## src/rtl/snoop_responder.sv

```systemverilog
// snoop_responder: per-dcache responder for the two-cache snoopy bus.
// It latches a snoop, looks it up in the frame arrays, supplies a Modified
// block cache-to-cache on a read snoop, invalidates on an invalidate snoop,
// writes the new MSI state, and then drops cctrans to signal completion.
module snoop_responder #(
  parameter logic [31:0] BAD = 32'hBAD1BAD1
) (
  input  logic        CLK,
  input  logic        RST,
  input  logic        ccwait,
  input  logic        ccinv,
  input  logic [31:0] snoopy_addr,
  output logic        cctrans,
  output logic        snoop_dWEN,
  output logic [31:0] snoop_data,
  output logic [31:0] snoop_daddr,
  input  logic        snoop_dwait,
  output logic [31:0] lk_addr,
  input  logic        lk_hit,
  input  logic [1:0]  lk_state,
  input  logic [31:0] lk_data0,
  input  logic [31:0] lk_data1,
  output logic        st_we,
  output logic [1:0]  st_state,
  output logic        snoop_hold
);

  typedef enum logic [2:0] {
    S_IDLE, S_LOOKUP, S_SEND0, S_SEND1, S_UPDATE, S_DONE
  } st_t;

  localparam logic [1:0] MSI_I = 2'b00;
  localparam logic [1:0] MSI_S = 2'b01;
  localparam logic [1:0] MSI_M = 2'b10;

  st_t         state_q;
  logic [31:0] addr_q;
  logic        inv_q;
  logic [1:0]  nst_q;    // state to write during UPDATE

  // Encoding 11 falls out as invalid because only S and M are matched.
  logic valid_blk, m_blk, sending, accepted;
  assign valid_blk = lk_hit & ((lk_state == MSI_S) | (lk_state == MSI_M));
  assign m_blk     = lk_hit & (lk_state == MSI_M);
  assign sending   = (state_q == S_SEND0) | (state_q == S_SEND1);
  assign accepted  = ~snoop_dwait;

  // Snoop sequencing FSM; ccwait is only observed in IDLE and DONE.
  always_ff @(posedge CLK or posedge RST) begin
    if (RST) begin
      state_q <= S_IDLE;
      addr_q  <= '0;
      inv_q   <= 1'b0;
      nst_q   <= MSI_I;
    end else begin
      case (state_q)
        S_IDLE: if (ccwait) begin
          addr_q  <= snoopy_addr;
          inv_q   <= ccinv;
          state_q <= S_LOOKUP;
        end
        S_LOOKUP: begin
          if (inv_q & valid_blk) begin
            nst_q   <= MSI_I;
            state_q <= S_UPDATE;
          end else if (~inv_q & m_blk) begin
            state_q <= S_SEND0;
          end else begin
            state_q <= S_DONE;
          end
        end
        S_SEND0: if (accepted) state_q <= S_SEND1;
        S_SEND1: if (accepted) begin
          nst_q   <= MSI_S;
          state_q <= S_UPDATE;
        end
        S_UPDATE: state_q <= S_DONE;
        S_DONE:   if (!ccwait) state_q <= S_IDLE;
        default:  state_q <= S_IDLE;
      endcase
    end
  end

  // In IDLE cctrans follows ccwait directly so the bus never sees a
  // premature 1->0; reset forces the busy/hold indications low.
  assign cctrans    = (state_q == S_IDLE) ? (ccwait & ~RST) : (state_q != S_DONE);
  assign snoop_hold = ~RST & ((state_q != S_IDLE) | ccwait);

  // Lookup address: live snoop address while idle, latched copy otherwise.
  assign lk_addr = (state_q != S_IDLE) ? addr_q : (RST ? 32'h0 : snoopy_addr);

  // Data supply; outputs are pure state decodes so they hold under stall.
  assign snoop_dWEN  = sending;
  assign snoop_data  = (state_q == S_SEND0) ? lk_data0 :
                       (state_q == S_SEND1) ? lk_data1 : BAD;
  assign snoop_daddr = sending ? {addr_q[31:3], (state_q == S_SEND1), 2'b00} : BAD;

  // State write strobe.
  assign st_we    = (state_q == S_UPDATE);
  assign st_state = (state_q == S_UPDATE) ? nst_q : MSI_I;

endmodule

```

## config.mk

```make
export PLATFORM = sky130hd
export DESIGN_NAME = snoop_responder
export DESIGN_NICKNAME = d
export VERILOG_FILES = /design/src/rtl/snoop_responder.sv
export SDC_FILE = /design/constraint.sdc
export NUM_CORES = 1
export LEC_CHECK = 0
export BUFFER_PORTS_ARGS = -buffer_cell sky130_fd_sc_hd__buf_2
export CELL_PAD_IN_SITES_DETAIL_PLACEMENT = 0
export CELL_PAD_IN_SITES_GLOBAL_PLACEMENT = 1
export CORE_ASPECT_RATIO = 0.6
export CORE_MARGIN = 3
export CORE_UTILIZATION = 28
export DETAILED_ROUTE_END_ITERATION = 10
export MAX_ROUTING_LAYER = met4
export PLACE_DENSITY = 0.83
export SETUP_SLACK_MARGIN = 0.05
export SYNTH_ARGS = -nofsm -noshare
export SYNTH_HDL_FRONTEND = slang
export SYNTH_SLANG_ARGS = --single-unit
```

## constraint.sdc

```tcl
create_clock -name CLK -period 3.6 [get_ports CLK]
set_input_delay 0.72 -clock CLK [delete_from_list [all_inputs] [get_ports CLK]]
set_output_delay 0.72 -clock CLK [all_outputs]
set_load 0.005 [all_outputs]
```

==> summary.md, run 1 <==
| Metric | Value |
|---|---|
| Clock tree buffer depth | `2` |
| Post-DP HPWL | `6890 um` |
| Final GP Congestion | `approximately 0.78` |
| Post-Syn Instances | `295` |
| Global-route wire length before repair | `~13000 um` |
| Last stage | `detailed routing` |
| Num ports | `206` |
| Largest family of logic cells by synthesized area | `simple AND/OR/NAND/NOR gates` |
| Post-synthesis compound-gate area fraction | `0.127` |
| Average size of a mapped cell | `9.20 um2` |
| Xor and xnor area share after synthesis | `0.00323` |
| CTS H-tree lvls | `2` |
| CTS Buf Count | `5` |
| Multiplexer area fraction after synthesis | `0.178` |
| CTS Hold Bufs | `0` |
| Error | `[ERROR DRT-0255] Maze Route cannot find path of net CLK in worker of routeBox ( 96600 0 ) ( 133095 48300 ).` |
| Ys flop type | `dfrtp_1` |
| Initial Util | `0.292` |
| Ys async rst share | `1.00` |
| PortBufs | `203` |
| Synth cell types | `38` |
| Area after DPL | `roughly 3800 um2` |
| Simple-gate share of the synthesized area | `0.267` |
| GRT Total Usage | `0.154` |
| Placed cell count | `609` |
| Cell Rows | `27` |
| Clk Tree Root Cell | `clkbuf_16` |
| Number of global-route vias before repair | `2478` |
| Synth warn | `0` |
| Post-synth EDFFs | `0` |
| Post-CTS Setup Bufs | `0` |
| Largest net degree at the start of global routing | `37` |
| Initial antenna violation count | `0` |
| Die Wd | `133 um` |
| Cell Area, Synth | `2710 um2` |
| Post-synthesis adder-cell area fraction | `0.00461` |
| Height of the die | `82.3 um` |
| CTS resizes | `0` |
| CTS sink cnt | `37` |
| GRT overflow | `0` |
| Seq/Total Area, Yosys | `0.341` |
| Synth Register Bits | `37` |
| Status | `stopped before the end` |
-- stage by stage --
stage          hold slack (ns)  setup WS (ns)
3_3_place_gp             0.493          0.817
4_1_cts                  0.445          0.413
5_1_grt                  0.467          0.235
3_5_place_dp             0.497          0.714
2_1_floorplan            0.482          0.461
-- Yosys cell counts, types with 2 or more instances --
cell | number | share of area
nand3_1 | 33 | 0.061
inv_1 | 5 | 0.0069
mux2_2 | 3 | 0.012
a21oi_1 | 3 | 0.0055
and2_1 | 13 | 0.030
buf_12 | 3 | 0.022
o21ai_0 | 4 | 0.0074
o22a_1 | 18 | 0.058
buf_4 | 4 | 0.011
a22o_1 | 14 | 0.045
nor3b_1 | 2 | 0.0055
buf_2 | 9 | 0.017
nand2b_1 | 19 | 0.044
nor2_1 | 2 | 0.0028
dfrtp_1 | 37 | 0.34
clkbuf_1 | 9 | 0.012
mux2_4 | 30 | 0.17
nand2_1 | 67 | 0.093
-- logic make-up after synthesis --
group / Yosys count
muxes: 33
buffers and inverters: 33
other: 1
adders and majority gates: 1
DFF: 37
and+or+nand+nor: 146
xor gates and xnor gates: 1
AOI/OAI and AO/OA: 43
-- metal layers --
| metal | GRT usage |
|---|---|
| met1 | 0.244 |
| met2 | 0.192 |
| met3 | 0.0363 |
| met4 | 0.0257 |
| met5 | - |
==> run 2, diff against run 1 <==
==> config.mk (replaced) <==
export PLATFORM = sky130hd
export DESIGN_NAME = snoop_responder
export DESIGN_NICKNAME = d
export VERILOG_FILES = /design/src/rtl/snoop_responder.sv
export SDC_FILE = /design/constraint.sdc
export NUM_CORES = 1
export LEC_CHECK = 0
export BUFFER_PORTS_ARGS = -buffer_cell sky130_fd_sc_hd__buf_2
export CORE_MARGIN = 3
export CORE_UTILIZATION = 40
export DETAILED_ROUTE_END_ITERATION = 10
export PLACE_DENSITY_LB_ADDON = 0.15
export SYNTH_ARGS = -nofsm -noshare
export SYNTH_HDL_FRONTEND = slang
export SYNTH_SLANG_ARGS = --single-unit
==> run 2 against run 1 <==
Against the previous run: the flow now finishes without violations; synthesized cell count unchanged; global-route usage up 3.3 points; area after synthesis unchanged.
==> summary.md, run 2 <==
| Metric | Value |
|---|---|
| CTS Hold Bufs | `0 (unchanged)` |
| Final Hold Fails | `0` |
| Top flop regs | `addr_q (32), state_q (3)` |
| Worst-Skew Late Latency | `approximately 0.29 ns` |
| # diodes | `0` |
| Aggregate negative setup slack | `0 ns` |
| Total power | `2.37 mW` |
| GRT overflow | `0 (unchanged)` |
| DR iter-0 viols | `80` |
| Post-DP HPWL | `6060 um (-12%)` |
| GRT Total Usage | `0.187 (+0.0333)` |
| Fin nets | `just under 600` |
| Max FO, Critical Path | `19` |
| Post-synth EDFFs | `0 (unchanged)` |
| Seq/Total Area, Yosys | `0.341 (unchanged)` |
| PortBufs | `203 (unchanged)` |
| Critical Path, Cell by Cell | `nand2b_1 -> or2_1 -> clkinv_2 -> a22o_1 -> buf_2` |
| Cell Area, Synth | `2710 um2 (unchanged)` |
| Pins Over Slew Limit | `0` |
| CP startpoint kind | `flip-flop` |
| Critical Path Sink Type | `output pin` |
| Fraction of layout cells with a size suffix above 1 | `0.527` |
| Ys async rst share | `1.00 (unchanged)` |
| Drc violations | `0` |
| Post-Route WL | `7950 um` |
| Commonest cells in the netlist | `nand2_1, dfrtp_1, nand3_1` |
| Clk Tree Root Cell | `clkbuf_8` |
| Post-Syn Instances | `295 (unchanged)` |
| Initial antenna violation count | `0 (unchanged)` |
| Synth Register Bits | `37 (unchanged)` |
| Via count | `2787` |
| CTS Buf Count | `5 (unchanged)` |
| Worst Path Arrival | `2.42 ns` |
| Crit-path max cell delay | `0.59 ns` |
| Number of iterations in the first detailed-routing pass | `4` |
| Commonest cells after routing, fill and taps aside | `buf_2, nand2_1, dfrtp_1` |
| Num ports | `206 (unchanged)` |
| Ys flop type | `dfrtp_1` |
| Global-route wire length before repair | `11600 um (-12%)` |
| Post-synth top area share | `0.341 (unchanged)` |
| Average size of a mapped cell | `9.20 um2 (unchanged)` |
| Largest register FFs | `32` |
| Number of global-route vias before repair | `2430 (-1.9%)` |
| Min Clock Period, post-route | `~3.1 ns` |
| Largest Register | `addr_q` |
| Area growth, synth to finish | `40.0%` |
| Endpoints failing setup | `0` |
| WP data required | `2.88 ns` |
| Drt via density | `4.95` |
| CTS clk-pin slew, worst paths | `0.08 ns` |
| Clock tree buffer depth | `2 (unchanged)` |
| Dominant cells by area after synthesis | `dfrtp_1, mux2_4, nand2_1` |
| R2R setup slack | `1.07 ns` |
| Cell taking the most area after synthesis | `dfrtp_1` |
| Unrepaired setup endpoints after global routing | `false` |
| Slowest CP cell | `dfrtp_1` |
| Area after DPL | `3710 um2 (-2.0%)` |
| CTS H-tree lvls | `2 (unchanged)` |
| Synth cell types | `38 (unchanged)` |
| WL per Instance | `about 14 um` |
| Slew @ Worst Pin | `0.778 ns` |
| Total die area | `a little under 8000 um2` |
| Final Cycle Share | `0.871` |
| Cell Rows | `29 (+7.4%)` |
| Maxcap violations | `0` |
| CTS tree | `yes` |
| Fmax | `around 320 MHz` |
| Pleak | `around 2.1 nW` |
| Status | `finished, final reports clean` |
| HP Class | `in -> async` |
| Final GP Congestion | `0.829 (+6.8%)` |
| Slew margin rel. | `0.481` |
| Worst VDD drop | `between 300 and 400 uV` |
| Largest net degree at the start of global routing | `59 (+59%)` |
| Pwr dens | `624 nW/um2` |
| Height of the die | `88.4 um (+7.4%)` |
| Post-CTS Setup Bufs | `0 (unchanged)` |
| Antenna Violating Nets Remaining | `0` |
| Most common cell after layout, fill and taps aside | `buf_2` |
| Synth warn | `0 (unchanged)` |
| Clock Skews | `0.00792 ns` |
| Initial Util | `0.420 (+0.128)` |
| CTS resizes | `0 (unchanged)` |
| CORE AREA | `6460 um2` |
| Die Wd | `88.4 um (-34%)` |
| Most numerous cell in the Yosys netlist | `nand2_1` |
| Path type of the worst setup path | `reg -> out` |
| CTS sink cnt | `37 (unchanged)` |
| Design Area, Final | `approximately 3800 um2` |
==> run 2: worst max-delay path: cells and delay by family, from the launching register on <==
kind | cells | cell delay (ns)
compound gates | 1 | 0.31
simple gates | 2 | 0.74
flops | 1 | 0.59
buf+inv | 2 | 0.48
==> run 2: layout make-up <==
| type | instances | area (um2) |
|---|---|---|
| Fill cell | 596 | 2660 |
| Inverter | 7 | 27.5 |
| Clock inverter | 3 | 21.3 |
| Tap cell | 77 | 96.3 |
| Timing Repair Buffer | 208 | 1070 |
| Clock buffer | 5 | 68.8 |
| Multi-Input combinational cell | 226 | 1590 |
| Sequential cell | 37 | 926 |
==> run 2: kinds of logic (layout without fill, tap and decap cells) <==
logic type / count (synthesis) / after routing / share of synthesized area
buf+inv: 33 / 223 / 0.0765
mux: 33 / 33 / 0.178
compound gates: 43 / 43 / 0.127
flops: 37 / 37 / 0.341
xor+xnor: 1 / 1 / 0.00323
simple gates: 146 / 146 / 0.267
other cells: 1 / 2 / 0.00138
fa+ha+maj: 1 / 1 / 0.00461
==> run 2: per-layer routing <==
layer	wire length [um]	up-vias	global-route usage
met2	3920	122	0.338
met3	701	8	0.0391
met4	77	0	0.0426
met1	3250	1266	0.229
li1	-	1391	-
met5	0	-	0
==> run 2: worst paths after layout <==
path / start / end / cells past startpoint
setup / recovery: state_q[2] / snoop_data[24] / 5
hold / removal: RST / addr_q[5] / 2
setup reg to reg: state_q[2] / addr_q[6] / 3
hold reg to reg: addr_q[2] / addr_q[2] / 1
max in group asynchronous: RST / addr_q[15] / 3
min in group CLK: addr_q[2] / addr_q[2] / 1
==> run 2: stage by stage <==
step / worst slack, ns / hold WS (ns) / cells / util
2_1_floorplan: 0.461 / 0.482 / 296 / -
3_3_place_gp: 0.872 / 0.496 / 555 / 0.574
3_5_place_dp: 0.794 / 0.491 / 555 / 0.574
4_1_cts: 0.449 / 0.359 / 563 / 0.588
5_1_grt: 0.283 / 0.375 / 563 / 0.588
6_report: 0.465 / 0.368 / 563 / 0.588
==> run 2: power by group <==
group / internal (mW) / switching (mW) / total, mW
Clock: 0.137 / 0.160 / 0.298
Sequential: 0.620 / 0.178 / 0.799
Combinational: 0.717 / 0.556 / 1.27
(Power assumes the default switching activity.)
==> run 3, diff against run 2 <==
--- a/config.mk
+++ b/config.mk
@@ -7,7 +7,7 @@
 export LEC_CHECK = 0
 export BUFFER_PORTS_ARGS = -buffer_cell sky130_fd_sc_hd__buf_2
 export CORE_MARGIN = 3
-export CORE_UTILIZATION = 40
+export CORE_UTILIZATION = 41
 export DETAILED_ROUTE_END_ITERATION = 10
 export PLACE_DENSITY_LB_ADDON = 0.15
 export SYNTH_ARGS = -nofsm -noshare
==> constraint.sdc (replaced) <==
create_clock -name CLK -period 3.4 [get_ports CLK]
set_input_delay 0.68 -clock CLK [delete_from_list [all_inputs] [get_ports CLK]]
set_output_delay 0.68 -clock CLK [all_outputs]
set_load 0.005 [all_outputs]
==> run 3 against run 2 <==
Against the previous run: non-clock buffer count rose by 1; power increased by 11%; register-to-register slack worse by 0.30 ns; wire length up 10%; core utilization increased by 1.2 points; largest power group unchanged.
==> summary.md, run 3 (synthesis results as in run 2) <==
| Metric | Value |
|---|---|
| Status | `finished, final reports clean` |
| CTS resizes | `0 (unchanged)` |
| Fraction of layout cells with a size suffix above 1 | `0.526 (-0.00108)` |
| Post-DP HPWL | `6710 um (+11%)` |
| Layout Cells excl Fill | `564 (+0.18%)` |
| Post-Route WL | `8770 um (+10%)` |
| Drc violations | `0 (unchanged)` |
| WL per Instance | `15.5 um (+10%)` |
| Clock Skews | `0.00917 ns (+0.00125 ns)` |
| CTS H-tree lvls | `2 (unchanged)` |
| Final core utilization | `0.600 (+0.0120)` |
| Wl on met1 | `3500 um (+7.6%)` |
| Detail Route met2 WL | `4400 um (+12%)` |
| GRT overflow | `0 (unchanged)` |
| Worst-Skew Late Latency | `0.29 ns (about the same)` |
| Initial antenna violation count | `0 (unchanged)` |
| CP startpoint kind | `flip-flop` |
| Critical Path Sink Type | `output pin` |
| Pwr dens | `687 nW/um2 (+10%)` |
| CORE AREA | `6390 um2 (-1.1%)` |
| CTS tree | `yes` |
| Aggregate negative setup slack | `0 ns (unchanged)` |
| Min Clock Period, post-route | `3.14 ns` |
| Pint | `1.66 mW (+13%)` |
| Top flop regs | `addr_q (32), state_q (3)` |
| Fin nets | `591 (+0.17%)` |
| Via count | `2858 (+2.5%)` |
| PortBufs | `203 (unchanged)` |
| Design Area, Final | `3830 um2 (+0.89%)` |
| Critical Path Start | `state_q[2]` |
| Pre-CTS WS | `0.590 ns (-0.205 ns)` |
| Num ports | `206 (unchanged)` |
| Largest register FFs | `32 (unchanged)` |
| Largest net degree at the start of global routing | `60 (+1.7%)` |
| Antenna Violating Nets Remaining | `0 (unchanged)` |
| Global-route wire length before repair | `13100 um (+13%)` |
| Endpoints failing setup | `0 (unchanged)` |
| Slew @ Worst Pin | `0.961 ns (+0.183 ns)` |
| Clk Tree Root Cell | `clkbuf_8` |
| # diodes | `0 (unchanged)` |
| Number of global-route vias before repair | `2692 (+11%)` |
| Final Hold Fails | `0 (unchanged)` |
| Most common cell after layout, fill and taps aside | `buf_2` |
| Combinational power share | `0.522 (-0.015)` |
| CTS sink cnt | `37 (unchanged)` |
| Clock tree buffer depth | `2 (unchanged)` |
| Worst VDD drop | `385 uV (+12%)` |
| Area growth, synth to finish | `41.2%` |
| Switching power | `0.968 mW (+8.1%)` |
| Post-CTS Setup Bufs | `0 (unchanged)` |
| CTS clk-pin slew, worst paths | `0.08 ns (about the same)` |
| CTS Hold Bufs | `0 (unchanged)` |
| Final GP Congestion | `0.860 (+3.8%)` |
| Pins Over Slew Limit | `0 (unchanged)` |
| Worst Setup Slack, final | `0.259 ns (-0.206 ns)` |
| CTS Buf Count | `5 (unchanged)` |
| Drt via density | `5.07 (+2.4%)` |
| DR iter-0 viols | `143 (+79%)` |
| Placed cell count | `556 (+0.18%)` |
| Max FO, Critical Path | `19 (unchanged)` |
| Reg2reg path depth | `3 (unchanged)` |
| Slew margin rel. | `0.359 (-0.122)` |
| WP data required | `2.72 ns (-0.16 ns)` |
| Met3 wire len | `732 um (+4.4%)` |
| Die Wd | `87.4 um (-1.1%)` |
| Clock network fraction of design power | `0.150 (+0.024)` |
| Power share of the sequential group | `0.328 (-0.009)` |
| # fillers | `583 (-2.2%)` |
| Unrepaired setup endpoints after global routing | `false` |
| Maxcap violations | `0 (unchanged)` |
| Path type of the worst setup path | `reg -> out` |
| Fmax | `318 MHz` |
| Total die area | `7630 um2 (-2.3%)` |
| Cell Rows | `29 (unchanged)` |
| HP Class | `in -> async` |
| Area after DPL | `3720 um2 (+0.20%)` |
| GRT Total Usage | `0.218 (+0.0311)` |
| Largest Register | `addr_q` |
| Commonest cells after routing, fill and taps aside | `buf_2, nand2_1, dfrtp_1` |
| Net Sw Frac | `0.368 (-0.00981)` |
| Pleak | `2.07 nW (+0.93%)` |
| Initial Util | `0.425 (+0.00477)` |
| Worst Path Arrival | `2.46 ns (+0.04 ns)` |
| Final Cycle Share | `0.924` |
| Height of the die | `87.4 um (-1.1%)` |
| Top sig layer | `met4` |
| Worst r2r src | `state_q[2]` |
| Number of iterations in the first detailed-routing pass | `4 (unchanged)` |
==> run 3: cell count changes in the layout (fill, tap and decap cells not counted), sizes merged <==
cell / previous run / this run
clkbuf: 5 / 7
buf: 208 / 209
bufinv: 0 / 1
inv: 7 / 6
clkinvlp: 1 / 0
clkinv: 2 / 1
==> run 3: through the flow <==
stage,total power [mW],hold WS (ns)
6_report,2.63,0.327
2_1_floorplan,1.75,0.482
4_1_cts,2.66,0.313
5_1_grt,2.85,0.324
3_3_place_gp,2.23,0.496
3_5_place_dp,2.26,0.502
==> run 3: power by group through the flow <==
stage                     combinational (mW)  sequential (mW)  clock [mW]
after floorplan                        0.983            0.766           0
after global placement                  1.38            0.858           0
after detailed placement                1.39            0.864           0
after CTS                               1.40            0.861       0.406
after global routing                    1.52            0.901       0.427
final                                   1.37            0.864       0.394
==> run 3: layout make-up <==
type / count / area [um2] / share of cell area
multi-input cells: 226 / 1590 / 0.416
flip-flops and latches: 37 / 926 / 0.242
well taps: 77 / 96.3 / 0.0251
clock inverters: 1 / 30.0 / 0.00784
clock buffers: 7 / 86.3 / 0.0225
inverters: 7 / 27.5 / 0.00718
repair buffers: 209 / 1070 / 0.280
==> run 3: path summary, 6_finish.rpt <==
check,slack [ns],to
worst max-delay path,0.26,snoop_data[24]
worst min-delay path,0.33,inv_q
worst max register to register,0.77,addr_q[7]
worst min register to register,0.53,addr_q[1]
max in group asynchronous,2.53,addr_q[27]
min in group CLK,0.53,addr_q[1]
==> run 3: routing by layer <==
metal  up-vias  global-route usage
met5         -                   0
met1      1337               0.261
met2       120               0.388
li1       1389                   -
met4         0              0.0683
met3        12              0.0464
==> run 3: worst max-delay path: stages, from the launching register on <==
cell	delay [ns]
dfrtp_1	0.58
nand2b_1	0.22
or2_1	0.57
clkinv_2	0.38
a22o_1	0.32
buf_2	0.12
==> run 4, diff against run 3 <==
--- a/config.mk
+++ b/config.mk
@@ -5,9 +5,10 @@
 export SDC_FILE = /design/constraint.sdc
 export NUM_CORES = 1
 export LEC_CHECK = 0
+export ABC_CLOCK_PERIOD_IN_PS = 4000
 export BUFFER_PORTS_ARGS = -buffer_cell sky130_fd_sc_hd__buf_2
 export CORE_MARGIN = 3
-export CORE_UTILIZATION = 41
+export CORE_UTILIZATION = 44
 export DETAILED_ROUTE_END_ITERATION = 10
 export PLACE_DENSITY_LB_ADDON = 0.15
 export SYNTH_ARGS = -nofsm -noshare
==> constraint.sdc (replaced) <==
create_clock -name CLK -period 4 [get_ports CLK]
set_input_delay 0.8 -clock CLK [delete_from_list [all_inputs] [get_ports CLK]]
set_output_delay 0.8 -clock CLK [all_outputs]
set_load 0.005 [all_outputs]
==> run 4 against run 3 <==
Against the previous run: critical path depth unchanged; setup slack improved by 0.49 ns; cell count down 0.71%; clock power shrank 14%; sequential power decreased by 16%; non-clock buffer count did not move; design area about the same; register-to-register slack better by 0.81 ns; global-route usage is 3.2 points higher; core utilization up 6.7 points; clock-buffer cell count is the same.
==> summary.md, run 4 (synthesis results as in run 2) <==
| Metric | Value |
|---|---|
| Fmax | `307 MHz` |
| Initial Util | `0.473 (+0.0476)` |
| Final GP Congestion | `0.816 (-5.1%)` |
| Unrepaired setup endpoints after global routing | `false` |
| Slowest CP cell | `dfrtp_1` |
| Total die area | `7150 um2 (-6.4%)` |
| Total power | `2.24 mW (-15%)` |
| Drt via density | `5.20 (+2.5%)` |
| Worst R2R End | `addr_q[7]` |
| Die Wd | `84.5 um (-3.2%)` |
| Slew margin rel. | `0.416 (+0.0568)` |
| Final core utilization | `0.667 (+0.0665)` |
| Switching power | `0.835 mW (-14%)` |
| Pins Over Slew Limit | `0 (unchanged)` |
| # fillers | `511 (-12%)` |
| Aggregate negative setup slack | `0 ns (unchanged)` |
| Commonest cells after routing, fill and taps aside | `buf_2, nand2_1, dfrtp_1` |
| Area growth, synth to finish | `41.1% (about the same)` |
| Largest Register | `addr_q` |
| Pleak | `2.07 nW (about the same)` |
| CTS H-tree lvls | `2 (unchanged)` |
| Pwr dens | `586 nW/um2 (-15%)` |
| Clock Skews | `0.00551 ns (-0.00366 ns)` |
| Critical Path Start | `state_q[2]` |
| Worst VDD drop | `352 uV (-8.5%)` |
| Number of global-route vias before repair | `2809 (+4.3%)` |
| Largest register FFs | `32 (unchanged)` |
| Slew @ Worst Pin | `0.873 ns (-0.0881 ns)` |
| Most common cell after layout, fill and taps aside | `buf_2` |
| Maxcap violations | `0 (unchanged)` |
| Post-DP HPWL | `7300 um (+8.7%)` |
| CTS Buf Count | `5 (unchanged)` |
| Height of the die | `84.5 um (-3.2%)` |
| GRT overflow | `0 (unchanged)` |
| Cell Rows | `27 (-6.9%)` |
| Number of iterations in the first detailed-routing pass | `5 (+1)` |
| DR iter-0 viols | `144 (+0.70%)` |
| CORE AREA | `5740 um2 (-10%)` |
| Top flop regs | `addr_q (32), state_q (3)` |
| CP startpoint kind | `flip-flop` |
| Crit-path max cell delay | `0.58 ns (about the same)` |
| Via count | `2910 (+1.8%)` |
| Power share of the sequential group | `0.322 (-0.006)` |
| Post-CTS Setup Bufs | `0 (unchanged)` |
| Combinational power share | `0.527 (+0.005)` |
| Num ports | `206 (unchanged)` |
| HP Class | `reg -> reg` |
| CTS tree | `yes` |
| Global-route wire length before repair | `14500 um (+11%)` |
| Clock tree buffer depth | `2 (unchanged)` |
| CTS sink cnt | `37 (unchanged)` |
| Clock network fraction of design power | `0.150 (about the same)` |
| Min Clock Period, post-route | `between 3 and 4 ns` |
| PortBufs | `203 (unchanged)` |
| R2R setup slack | `1.58 ns (+0.81 ns)` |
| Fin nets | `591 (unchanged)` |
| CTS resizes | `0 (unchanged)` |
| Post-Route WL | `9290 um (+6.0%)` |
| Critical path destination | `snoop_data[5]` |
| Worst r2r src | `state_q[2]` |
| Final Hold Fails | `0 (unchanged)` |
| Reg2reg path depth | `3 (unchanged)` |
| Pre-CTS WS | `1.09 ns (+0.503 ns)` |
| GRT Total Usage | `0.250 (+0.0319)` |
| CTS Hold Bufs | `0 (unchanged)` |
| Critical Path Sink Type | `output pin` |
| Final Cycle Share | `0.814` |
| Pint | `1.41 mW (-15%)` |
| Endpoints failing setup | `0 (unchanged)` |
| Antenna Violating Nets Remaining | `0 (unchanged)` |
| Worst-Skew Late Latency | `0.29 ns (about the same)` |
| Initial antenna violation count | `1 (+1)` |
| Critical Path, Cell by Cell | `nand2b_1 -> or2_1 -> clkinv_2 -> a22o_1 -> buf_2` |
| Status | `finished, final reports clean` |
| CTS clk-pin slew, worst paths | `0.07 ns (about the same)` |
| WP data required | `3.20 ns (+0.48 ns)` |
| Clk Tree Root Cell | `clkbuf_8` |
| Worst Path Arrival | `2.46 ns (about the same)` |
| Path type of the worst setup path | `reg -> out` |
| Largest net degree at the start of global routing | `44 (-27%)` |
| Max FO, Critical Path | `19 (unchanged)` |
| Drc violations | `0 (unchanged)` |
| Worst Setup Slack, final | `0.744 ns (+0.486 ns)` |
| Net Sw Frac | `0.372 (+0.00441)` |
| WL per Instance | `16.6 um (+6.7%)` |
| Fraction of layout cells with a size suffix above 1 | `0.526 (unchanged)` |
-- run 4: area by class of cell --
cell class	count	area, um2	share of cell area
multi-input combinational	226	1590	0.416
timing repair buffer	209	1070	0.280
sequential	37	926	0.242
tap	72	90.1	0.0235
clock buffer	7	86.3	0.0225
clock inverter	1	30.0	0.00784
inverter	7	27.5	0.00719
antenna	1	2.50	0.000654
-- run 4: worst min path at each step --
stage,end,cells after the start,start
2_1_floorplan,addr_q[0],1,addr_q[0]
3_3_place_gp,addr_q[2],1,addr_q[2]
3_5_place_dp,addr_q[2],1,addr_q[2]
4_1_cts,addr_q[2],1,addr_q[2]
5_1_grt,addr_q[8],1,addr_q[8]
6_report,addr_q[1],1,addr_q[1]
-- run 4: routing by layer --
metal / global-route usage / vias up / routed length (um)
met5: 0 / - / 0
met4: 0.0619 / 0 / 126
met3: 0.0667 / 8 / 746
met2: 0.441 / 145 / 4730
met1: 0.302 / 1363 / 3690
li1: - / 1394 / -
-- run 4: critical path: cells and delay by family, from the launching register on --
kind | cells | cell delay, ns
AND/OR/NAND/NOR | 2 | 0.77
flip-flops | 1 | 0.58
buffers and inverters | 2 | 0.49
AO/OA/AOI/OAI | 1 | 0.33
-- run 4: power by group through the flow --
stage	Sequential, mW	Combinational [mW]	Clock (mW)
finish	0.723	1.18	0.338
global route	0.756	1.30	0.360
CTS	0.723	1.19	0.344
detailed placement	0.724	1.19	0
global placement	0.718	1.17	0
floorplan	0.651	0.836	0
-- run 4: per-stage QoR --
step	instance area [um2]	instances	hold WS, ns
floorplan	2720	296	0.482
global placement	3710	551	0.495
detailed placement	3710	551	0.504
CTS	3830	559	0.524
global route	3830	560	0.547
finish	3830	560	0.520
